===== config.mk =====
export PLATFORM = sky130hd
export DESIGN_NAME = maxpool_ctrl
export DESIGN_NICKNAME = d
export VERILOG_FILES = /design/src/rtl/maxpool_pkg.sv /design/src/rtl/maxpool_ctrl_sm_max.sv /design/src/rtl/maxpool_ctrl.sv
export SDC_FILE = /design/constraint.sdc
export NUM_CORES = 1
export LEC_CHECK = 0
export CORE_ASPECT_RATIO = 0.75
export CORE_MARGIN = 2
export CORE_UTILIZATION = 45
export CTS_BUF_LIST = sky130_fd_sc_hd__clkbuf_16
export DETAILED_ROUTE_END_ITERATION = 10
export PLACE_DENSITY = 0.77
export SYNTH_ARGS = -nofsm -noshare
export SYNTH_HDL_FRONTEND = slang
export SYNTH_SLANG_ARGS = --single-unit

===== constraint.sdc =====
create_clock -name clk -period 7.8 [get_ports clk]
set_input_delay 1.56 -clock clk [delete_from_list [all_inputs] [get_ports clk]]
set_output_delay 1.56 -clock clk [all_outputs]
set_load 0.02 [all_outputs]

===== src/rtl/maxpool_pkg.sv =====
// ---------------------------------------------------------------------------
// maxpool_pkg
// Shared definitions for the sign-magnitude max-pool reducer:
//   - state_t      : window state, EMPTY (no partial window) / ACCUM
//   - sign_idx(n)  : bit index of the sign bit in an n-bit word
//   - mag_msb(n)   : top bit of the magnitude field [n-2:0]
// ---------------------------------------------------------------------------
package maxpool_pkg;

    typedef enum logic [0:0] {
        EMPTY = 1'b0,
        ACCUM = 1'b1
    } state_t;

    function automatic int sign_idx(input int n);
        return n - 1;
    endfunction

    function automatic int mag_msb(input int n);
        return n - 2;
    endfunction

endpackage


===== src/rtl/maxpool_ctrl_sm_max.sv =====
// ---------------------------------------------------------------------------
// sm_max
// Combinational sign-magnitude maximum of the running value and a new element.
// Ports:
//   run_data  in  N  current running maximum (kept on an exact tie)
//   new_data  in  N  incoming element
//   max_data  out N  the larger of the two in sign-magnitude order
// Ordering: any sign-0 value beats any sign-1 value (so +0 beats -0);
// among positives the larger magnitude wins, among negatives the smaller.
// ---------------------------------------------------------------------------
module sm_max
    import maxpool_pkg::*;
#(
    parameter int N = 32
) (
    input  logic [N-1:0] run_data,
    input  logic [N-1:0] new_data,
    output logic [N-1:0] max_data
);

    localparam int SIGN_BIT = sign_idx(N);
    localparam int MAG_MSB  = mag_msb(N);

    logic                run_sign_s;
    logic                new_sign_s;
    logic [MAG_MSB:0]    run_mag_s;
    logic [MAG_MSB:0]    new_mag_s;
    logic                take_new_s;

    assign run_sign_s = run_data[SIGN_BIT];
    assign new_sign_s = new_data[SIGN_BIT];
    assign run_mag_s  = run_data[MAG_MSB:0];
    assign new_mag_s  = new_data[MAG_MSB:0];

    // Decide whether the new element replaces the running value; ties keep run.
    always_comb begin
        take_new_s = 1'b0;
        if (run_sign_s != new_sign_s) begin
            take_new_s = ~new_sign_s;
        end else if (run_sign_s == 1'b0) begin
            take_new_s = (new_mag_s > run_mag_s);
        end else begin
            take_new_s = (new_mag_s < run_mag_s);
        end
    end

    assign max_data = take_new_s ? new_data : run_data;

endmodule


===== src/rtl/maxpool_ctrl.sv =====
// ---------------------------------------------------------------------------
// maxpool_ctrl
// Streaming max-pool reducer: folds every WIN consecutive accepted elements
// through a sign-magnitude max and emits one result per window on a
// registered, backpressured output.
// Parameters: N word width (sign at MSB), Q fractional bits (informational),
//             WIN elements per window (>= 1).
// Ports:
//   clk        in   rising-edge clock
//   reset      in   asynchronous active-high reset
//   clear      in   synchronous discard of the partial window
//   in_data    in   N-bit sign-magnitude element
//   in_valid   in   in_data valid
//   in_ready   out  element accepted this cycle (combinational)
//   out_data   out  N-bit window maximum (registered)
//   out_valid  out  out_data valid (registered)
//   out_ready  in   downstream accepts out_data
//   busy       out  a partial window is held
// ---------------------------------------------------------------------------
module maxpool_ctrl
    import maxpool_pkg::*;
#(
    parameter int N   = 32,
    parameter int Q   = 16,
    parameter int WIN = 4
) (
    input  logic         clk,
    input  logic         reset,
    input  logic         clear,
    input  logic [N-1:0] in_data,
    input  logic         in_valid,
    output logic         in_ready,
    output logic [N-1:0] out_data,
    output logic         out_valid,
    input  logic         out_ready,
    output logic         busy
);

    localparam int CNT_W = (WIN > 1) ? $clog2(WIN) : 1;
    localparam logic [CNT_W-1:0] CNT_ZERO = {CNT_W{1'b0}};
    localparam logic [CNT_W-1:0] CNT_ONE  = CNT_W'(1);
    localparam logic [CNT_W-1:0] CNT_LAST = CNT_W'(WIN - 1);

    // Reject nonsensical parameterisations at elaboration time.
    if (WIN < 1 || N < 2 || Q < 0 || Q >= N) begin : g_bad_param
        $error("maxpool_ctrl: illegal parameters N=%0d Q=%0d WIN=%0d", N, Q, WIN);
    end

    logic [N-1:0]     acc_r;
    logic [CNT_W-1:0] cnt_r;
    state_t           state_r;
    state_t           state_next_s;
    logic             first_beat_s;
    logic             last_beat_s;
    logic             accept_s;
    logic             complete_s;
    logic [N-1:0]     max_s;
    logic [N-1:0]     result_s;

    assign first_beat_s = (cnt_r == CNT_ZERO);
    assign last_beat_s  = (cnt_r == CNT_LAST);

    // Only the window-completing beat waits for the output register to drain;
    // out_ready feeds in_ready combinationally so the slot can be reused at once.
    assign in_ready   = ~reset & ~clear & ~(last_beat_s & out_valid & ~out_ready);
    assign accept_s   = in_valid & in_ready;
    assign complete_s = accept_s & last_beat_s;

    sm_max #(
        .N (N)
    ) u_sm_max (
        .run_data (acc_r),
        .new_data (in_data),
        .max_data (max_s)
    );

    // The first beat of a window seeds the accumulator without a compare.
    assign result_s = first_beat_s ? in_data : max_s;

    // Next window state from the accepted beat and clear.
    always_comb begin
        state_next_s = state_r;
        case (state_r)
            EMPTY: begin
                if (accept_s && !last_beat_s) begin
                    state_next_s = ACCUM;
                end else begin
                    state_next_s = EMPTY;
                end
            end
            ACCUM: begin
                if (clear || complete_s) begin
                    state_next_s = EMPTY;
                end else begin
                    state_next_s = ACCUM;
                end
            end
            default: begin
                state_next_s = EMPTY;
            end
        endcase
    end

    // Window state register.
    always_ff @(posedge clk or posedge reset) begin
        if (reset) begin
            state_r <= EMPTY;
        end else begin
            state_r <= state_next_s;
        end
    end

    // Beat counter and running maximum; clear leaves acc stale on purpose.
    always_ff @(posedge clk or posedge reset) begin
        if (reset) begin
            cnt_r <= CNT_ZERO;
            acc_r <= {N{1'b0}};
        end else if (clear) begin
            cnt_r <= CNT_ZERO;
        end else if (accept_s) begin
            acc_r <= result_s;
            if (last_beat_s) begin
                cnt_r <= CNT_ZERO;
            end else begin
                cnt_r <= cnt_r + CNT_ONE;
            end
        end
    end

    // Output register: a completing beat loads a new result even in the cycle
    // the previous one is taken, so out_valid stays high across the swap.
    always_ff @(posedge clk or posedge reset) begin
        if (reset) begin
            out_data  <= {N{1'b0}};
            out_valid <= 1'b0;
        end else if (complete_s) begin
            out_data  <= result_s;
            out_valid <= 1'b1;
        end else if (out_valid && out_ready) begin
            out_valid <= 1'b0;
        end
    end

    assign busy = (state_r == ACCUM);

endmodule


=== After elaboration in Yosys (flattened, before gate mapping) ===
Cells that the tools add are included.

* Bits in registers: 68
* Bits of input ports: 37
* Word-level logic and storage cells: 42

* $add $sub $neg: 1
* Magnitude comparators: 2
* Equality and inequality tests: 2
* Muxes and demuxes: 12
* Bitwise operators: 12
* Reduce and logical (&&, ||, !) cells: 8

{| class="wikitable"
|+ Operator list
! cell !! count
|-
| $mux W32 || 2
|-
| $gt A31 B31 Y1 || 1
|-
| $lt A31 B31 Y1 || 1
|-
| $and A1 B1 Y1 || 6
|-
| $mux W1 || 6
|-
| $mux W2 || 3
|-
| $not A1 Y1 || 6
|-
| $reduce_bool A2 Y1 || 2
|-
| $add A2 B1 Y2 const B || 1
|-
| $eq A2 B2 Y1 const B || 1
|-
| $logic_and A1 B1 Y1 || 2
|-
| $logic_not A2 Y1 || 1
|-
| $pmux W1 S2 || 1
|-
| $reduce_and A2 Y1 || 1
|-
| $logic_not A1 Y1 || 1
|-
| $logic_or A1 B1 Y1 || 1
|-
| $ne A1 B1 Y1 || 1
|}

=== Logic depth before layout (Yosys ltp) ===
* Depth after elaboration: 10
* Gate-level depth with buffers: 11
* Gate-level depth less buffers: 9

=== Hierarchy ===
Synthesis repeated with hierarchy kept, for this count alone.

* Cells, all modules: 346
* Area total of the unflattened synthesis: 4480.5 um^2

{| class="wikitable"
|+ By module, submodules not included
! module !! instances !! cells an instance !! area each (um^2) !! seq. area each (um^2)
|-
| maxpool_ctrl || 1 || 195 || 3146.8 || 1701.6
|-
| sm_max || 1 || 151 || 1333.8 || 0.0
|}

=== Worst setup path after synthesis ===
OpenSTA, ideal clock, no wires.

* Path type: input port to output port
* Start: input out_ready
* End: output in_ready
* Arrival: 2.329 ns
* Path slack: 3.911 ns
* Stages: 2
* Path buffers: 0
* Path through: inv_1 a311oi_1

* Longest elaborated chain between the ends: 4

{| class="wikitable"
|+ RTL lines
! element !! line !! source
|-
| from (decl) || maxpool_ctrl.sv:35 || <nowiki>input logic out_ready,</nowiki>
|-
| $not A1 Y1 || maxpool_ctrl.sv:65 || <nowiki>assign in_ready = ~reset & ~clear & ~(last_beat_s & out_valid & ~out_ready);</nowiki>
|-
| $and A1 B1 Y1 || maxpool_ctrl.sv:65 ||
|-
| $not A1 Y1 || maxpool_ctrl.sv:65 ||
|-
| $and A1 B1 Y1 || maxpool_ctrl.sv:65 ||
|-
| to (decl) || maxpool_ctrl.sv:32 || <nowiki>output logic in_ready,</nowiki>
|}

No other way between the ends.

=== Worst setup path in the final report ===
* Start: input in_data[25]
* End: register acc_r[12]

* Longest elaborated chain between the ends: 5
* Elaborated cells on any way between the ends: 6
* Those cells by class: order compare: 2; mux: 4

{| class="wikitable"
|+ RTL lines
! element !! line !! source
|-
| from (decl) || maxpool_ctrl.sv:30 || <nowiki>input logic [N-1:0] in_data,</nowiki>
|-
| $gt A31 B31 Y1 or $lt A31 B31 Y1 (tied branches) || maxpool_ctrl_sm_max.sv:41, maxpool_ctrl_sm_max.sv:43 ||
|-
| $mux W1 * || maxpool_ctrl_sm_max.sv:40 || <nowiki>end else if (run_sign_s == 1'b0) begin</nowiki>
|-
| $mux W1 * || maxpool_ctrl_sm_max.sv:38 || <nowiki>if (run_sign_s != new_sign_s) begin</nowiki>
|-
| $mux W32 * || maxpool_ctrl_sm_max.sv:47 || <nowiki>assign max_data = take_new_s ? new_data : run_data;</nowiki>
|-
| $mux W32 * || maxpool_ctrl.sv:78 || <nowiki>assign result_s = first_beat_s ? in_data : max_s;</nowiki>
|-
| to (signal assigned) || maxpool_ctrl.sv:117 || <nowiki>acc_r <= {N{1'b0}};</nowiki>
|-
| to (signal assigned) || maxpool_ctrl.sv:121 || <nowiki>acc_r <= result_s;</nowiki>
|-
| to (decl) || maxpool_ctrl.sv:49 || <nowiki>logic [N-1:0] acc_r;</nowiki>
|}

Every way passes the cells marked *; elsewhere a longest branch is shown, timed or not.
A chain may end at the register's enable or synchronous reset.

==> impl_results.md <==
- Yosys warnings: 0
- Number of fill cells: 764
- Critical path type: in -> reg
- GRT met2 Usage: 32.35%
- Post-CTS setup buffers: 0
- Slew Viols, Final: 0
- Cts hold-fix bufs: 0
- Max-cap check violation count: 0
- Crit path buffers/inverters: 2
- Congestion Overflow GR: 0
- CTS root buf: clkbuf_16
- Reg2Reg Setup Slack: 3.96 ns
- Mapped cell area: 0.004146 mm²
- Final Hold Vio Count: 0
- Core area: 0.009009 mm²
- DRC: 0
- PD cells: 248.6 mW/mm²
- Final WS setup: 2.614 ns
- CTS tree: done
- Critical path capture point type: flop
- Multi-input logic area: 0.002136 mm²
- Worst Hold End: busy
- CP Max Fanout: 63
- First-pass GRT wire length: 16380 µm
- RSZ-0062 raised after global routing: false
- Clk_skew: 0.008014 ns
- Syn Inst Count: 391
- CP max stage delay: 1.01 ns
- Worst Path Arrival: 5.40 ns
- Setup WS pre-CTS: 2.354 ns
- Critical Path Source Type: input port
- Fmax: 192.8 MHz
- Outcome: finished, final reports clean
- Data required time of the critical path: 8.01 ns
- Vias: 3227
- WL final: 9420 µm
- Vias per inst: 5.722
- Post-Syn Area per Cell: 10.60 µm²
- Slew HR: 20.06%
- Area delta synth->final: 24.38%
- Reg2Reg Launch Point: acc_r[26]
- Clk_lat worst skew: 0.34 ns
- Main synth FF type: dfrtp_1
- Endpoints failing setup: 0
- Total Routing Usage GR: 20.68%
- Hold Path Cell Cnt: 1
- Die ar.: 0.01001 mm²
- Largest net degree at the start of global routing: 69
- Tmin final: 5.186 ns
- Leakage power: 2.315 nW
- Share of cells above drive strength 1: 13.50%
- GRT Max-Usage Layer: met2
- Worst-margin pin slew: 1.199 ns
- Clk sinks: 68
- Num CTS Buffers: 9
- Cell Rows: 30
- Die Ht: 87.13 µm
- Post-DP HPWL: 6217 µm
- Top delay family on crit path: compound AO/OA/AOI/OAI gates
- Post-CTS Resized: 0
- Drt pass-1 iters: 4
- Nets: 518
- Worst vdd ir: 128.1 µV
- Register area: 0.001702 mm²
- DR WL/cell: 16.70 µm
- Initial DRC count: 215
- Cell variety after synth: 45
- Hold wc startpoint: busy
- Antenna-violating nets left: 0
- Number of synthesized flops with an enable pin: 0
- Met3 Use GR: 5.985%
- Register area share after synthesis: 41.04%
- IO Pins: 72
- Vias in the first global route: 3303
- Initial core utilization: 46.03%
- Worst path cell trace: clkdlybuf4s50_1 -> ha_1 -> nand4_1 -> nor4_1 -> a21boi_2 -> o2111a_2 -> o31ai_4 -> buf_4 -> mux2_4
- Sum Neg Setup Slack: 0 ns
- Flops & latches, synth: 68
- Crit path from: in_data[25]
- Synthesized Nets: 462
- Worst r2r path cells: 9
- Ant diodes: 0
- Max Buffers Root-to-Sink: 2
- Post-synth ARST share: 100.0%
- Clock Pin Slew Worst Setup and Hold Paths: 0.05 ns
- Initial antenna violation count: 0
- Grt met1 use: 28.02%
- Crit-path slowest cell: o2111a_2
- HP Class: reg -> reg
- DIE WIDTH: 114.8 µm
- Min Hold Slack: 0.5032 ns
- Final Wtd Congestion: 0.7795
- IO Port Bufs: 71
- H-tree Lvls: 3
- Reg-to-Reg End: acc_r[12]
- Tcrit/Tclk final: 66.49%
## Yosys cell counts (5+ instances only)
cell       n  area, µm²
or4_1     15      112.6
a31oi_1   16      100.1
clkbuf_1  14      52.55
nand4_1    6      37.54
o41a_1    15      168.9
mux2_4    20      300.3
nor2_1    36      135.1
o21ai_0    5      25.02
o31ai_1   33      247.7
ha_1      34      425.4
dfrtp_1   68       1702
a21oi_1   26      130.1
mux2_2    11      123.9
buf_6      6      67.56
nand2_1    8      30.03
inv_1     37      138.9
## sequential cells by signal (all words and copies together) (netlist names)
| name | count |
|---|---|
| out_data | 32 |
| acc_r | 32 |
| out_valid | 1 |
| busy | 1 |
| cnt_r | 2 |
## routing by layer
metal / wire, µm / part of all wire, %
met3: 514 / 5.5
met5: 0 / 0
met2: 4346 / 46
met4: 128 / 1.4
met1: 4430 / 47
## kinds of logic (layout without fill, tap and decap cells)
kind of cell	Yosys count	after routing	synth area share, %
AOI/OAI and AO/OA	112	112	20.97
and+or+nand+nor	79	79	9.717
DFF	68	68	41.04
buffers and inverters	66	127	7.544
adders and majority gates	34	34	10.26
muxes	32	32	10.47
## stage by stage
step                total power, W  std cells  instance area [µm²]  util, %
CTS                       0.001290        564                 5157    57.25
finish                    0.001282        564                 5157    57.25
floorplan                0.0007417        391                 4146        -
global placement         0.0008374        548                 4850    53.83
global route              0.001358        564                 5157    57.25
detailed placement       0.0008581        548                 4850    53.83
## worst max-delay path by stage
stage,endpoint,slack (ns),cells after the start
CTS,acc_r[12],2.70,10
floorplan,in_ready,3.91,2
global placement,acc_r[12],2.46,9
detailed placement,acc_r[12],2.35,9
global route,acc_r[12],2.43,9
finish,acc_r[12],2.61,9
## worst reg2reg max path: cells and delay by family, from the launching register on
family / cells / cell delay [ns]
and+or+nand+nor: 2 / 0.67
AOI/OAI and AO/OA: 3 / 1.65
muxes: 1 / 0.35
buffers and inverters: 2 / 0.42
adders and majority gates: 1 / 0.30
DFF: 1 / 0.34
## power breakdown
group / switching [W] / internal (W) / total [W]
clock: 0.000152 / 0.000276 / 0.000428
sequential: 0.0000356 / 0.000415 / 0.000450
combinational: 0.000223 / 0.000180 / 0.000404
## cell usage in the layout, fill, tap and decap left out, drive strengths merged, types with 4 or more instances in the layout
| cell type | count |
|---|---|
| inv | 38 |
| mux2 | 31 |
| nand3 | 4 |
| clkdlybuf4s50 | 71 |
| o21ai | 6 |
| o31ai | 35 |
| ha | 34 |
| nor2 | 36 |
| o41a | 15 |
| dfrtp | 68 |
| nand2 | 8 |
| or4 | 15 |
| a31oi | 16 |
| clkinv | 4 |
| nand4 | 6 |
| a21oi | 27 |
| clkbuf | 9 |
## cell type report
| cell class | instances | area share [%] |
|---|---|---|
| Clock buffer | 9 | 4.367 |
| Clock inverter | 7 | 1.601 |
| Inverter | 37 | 2.693 |
| Multi-Input combinational cell | 257 | 41.41 |
| Sequential cell | 68 | 32.99 |
| Tap cell | 112 | 2.717 |
| Timing Repair Buffer | 74 | 14.22 |
Power figures use the tool's default switching activity.
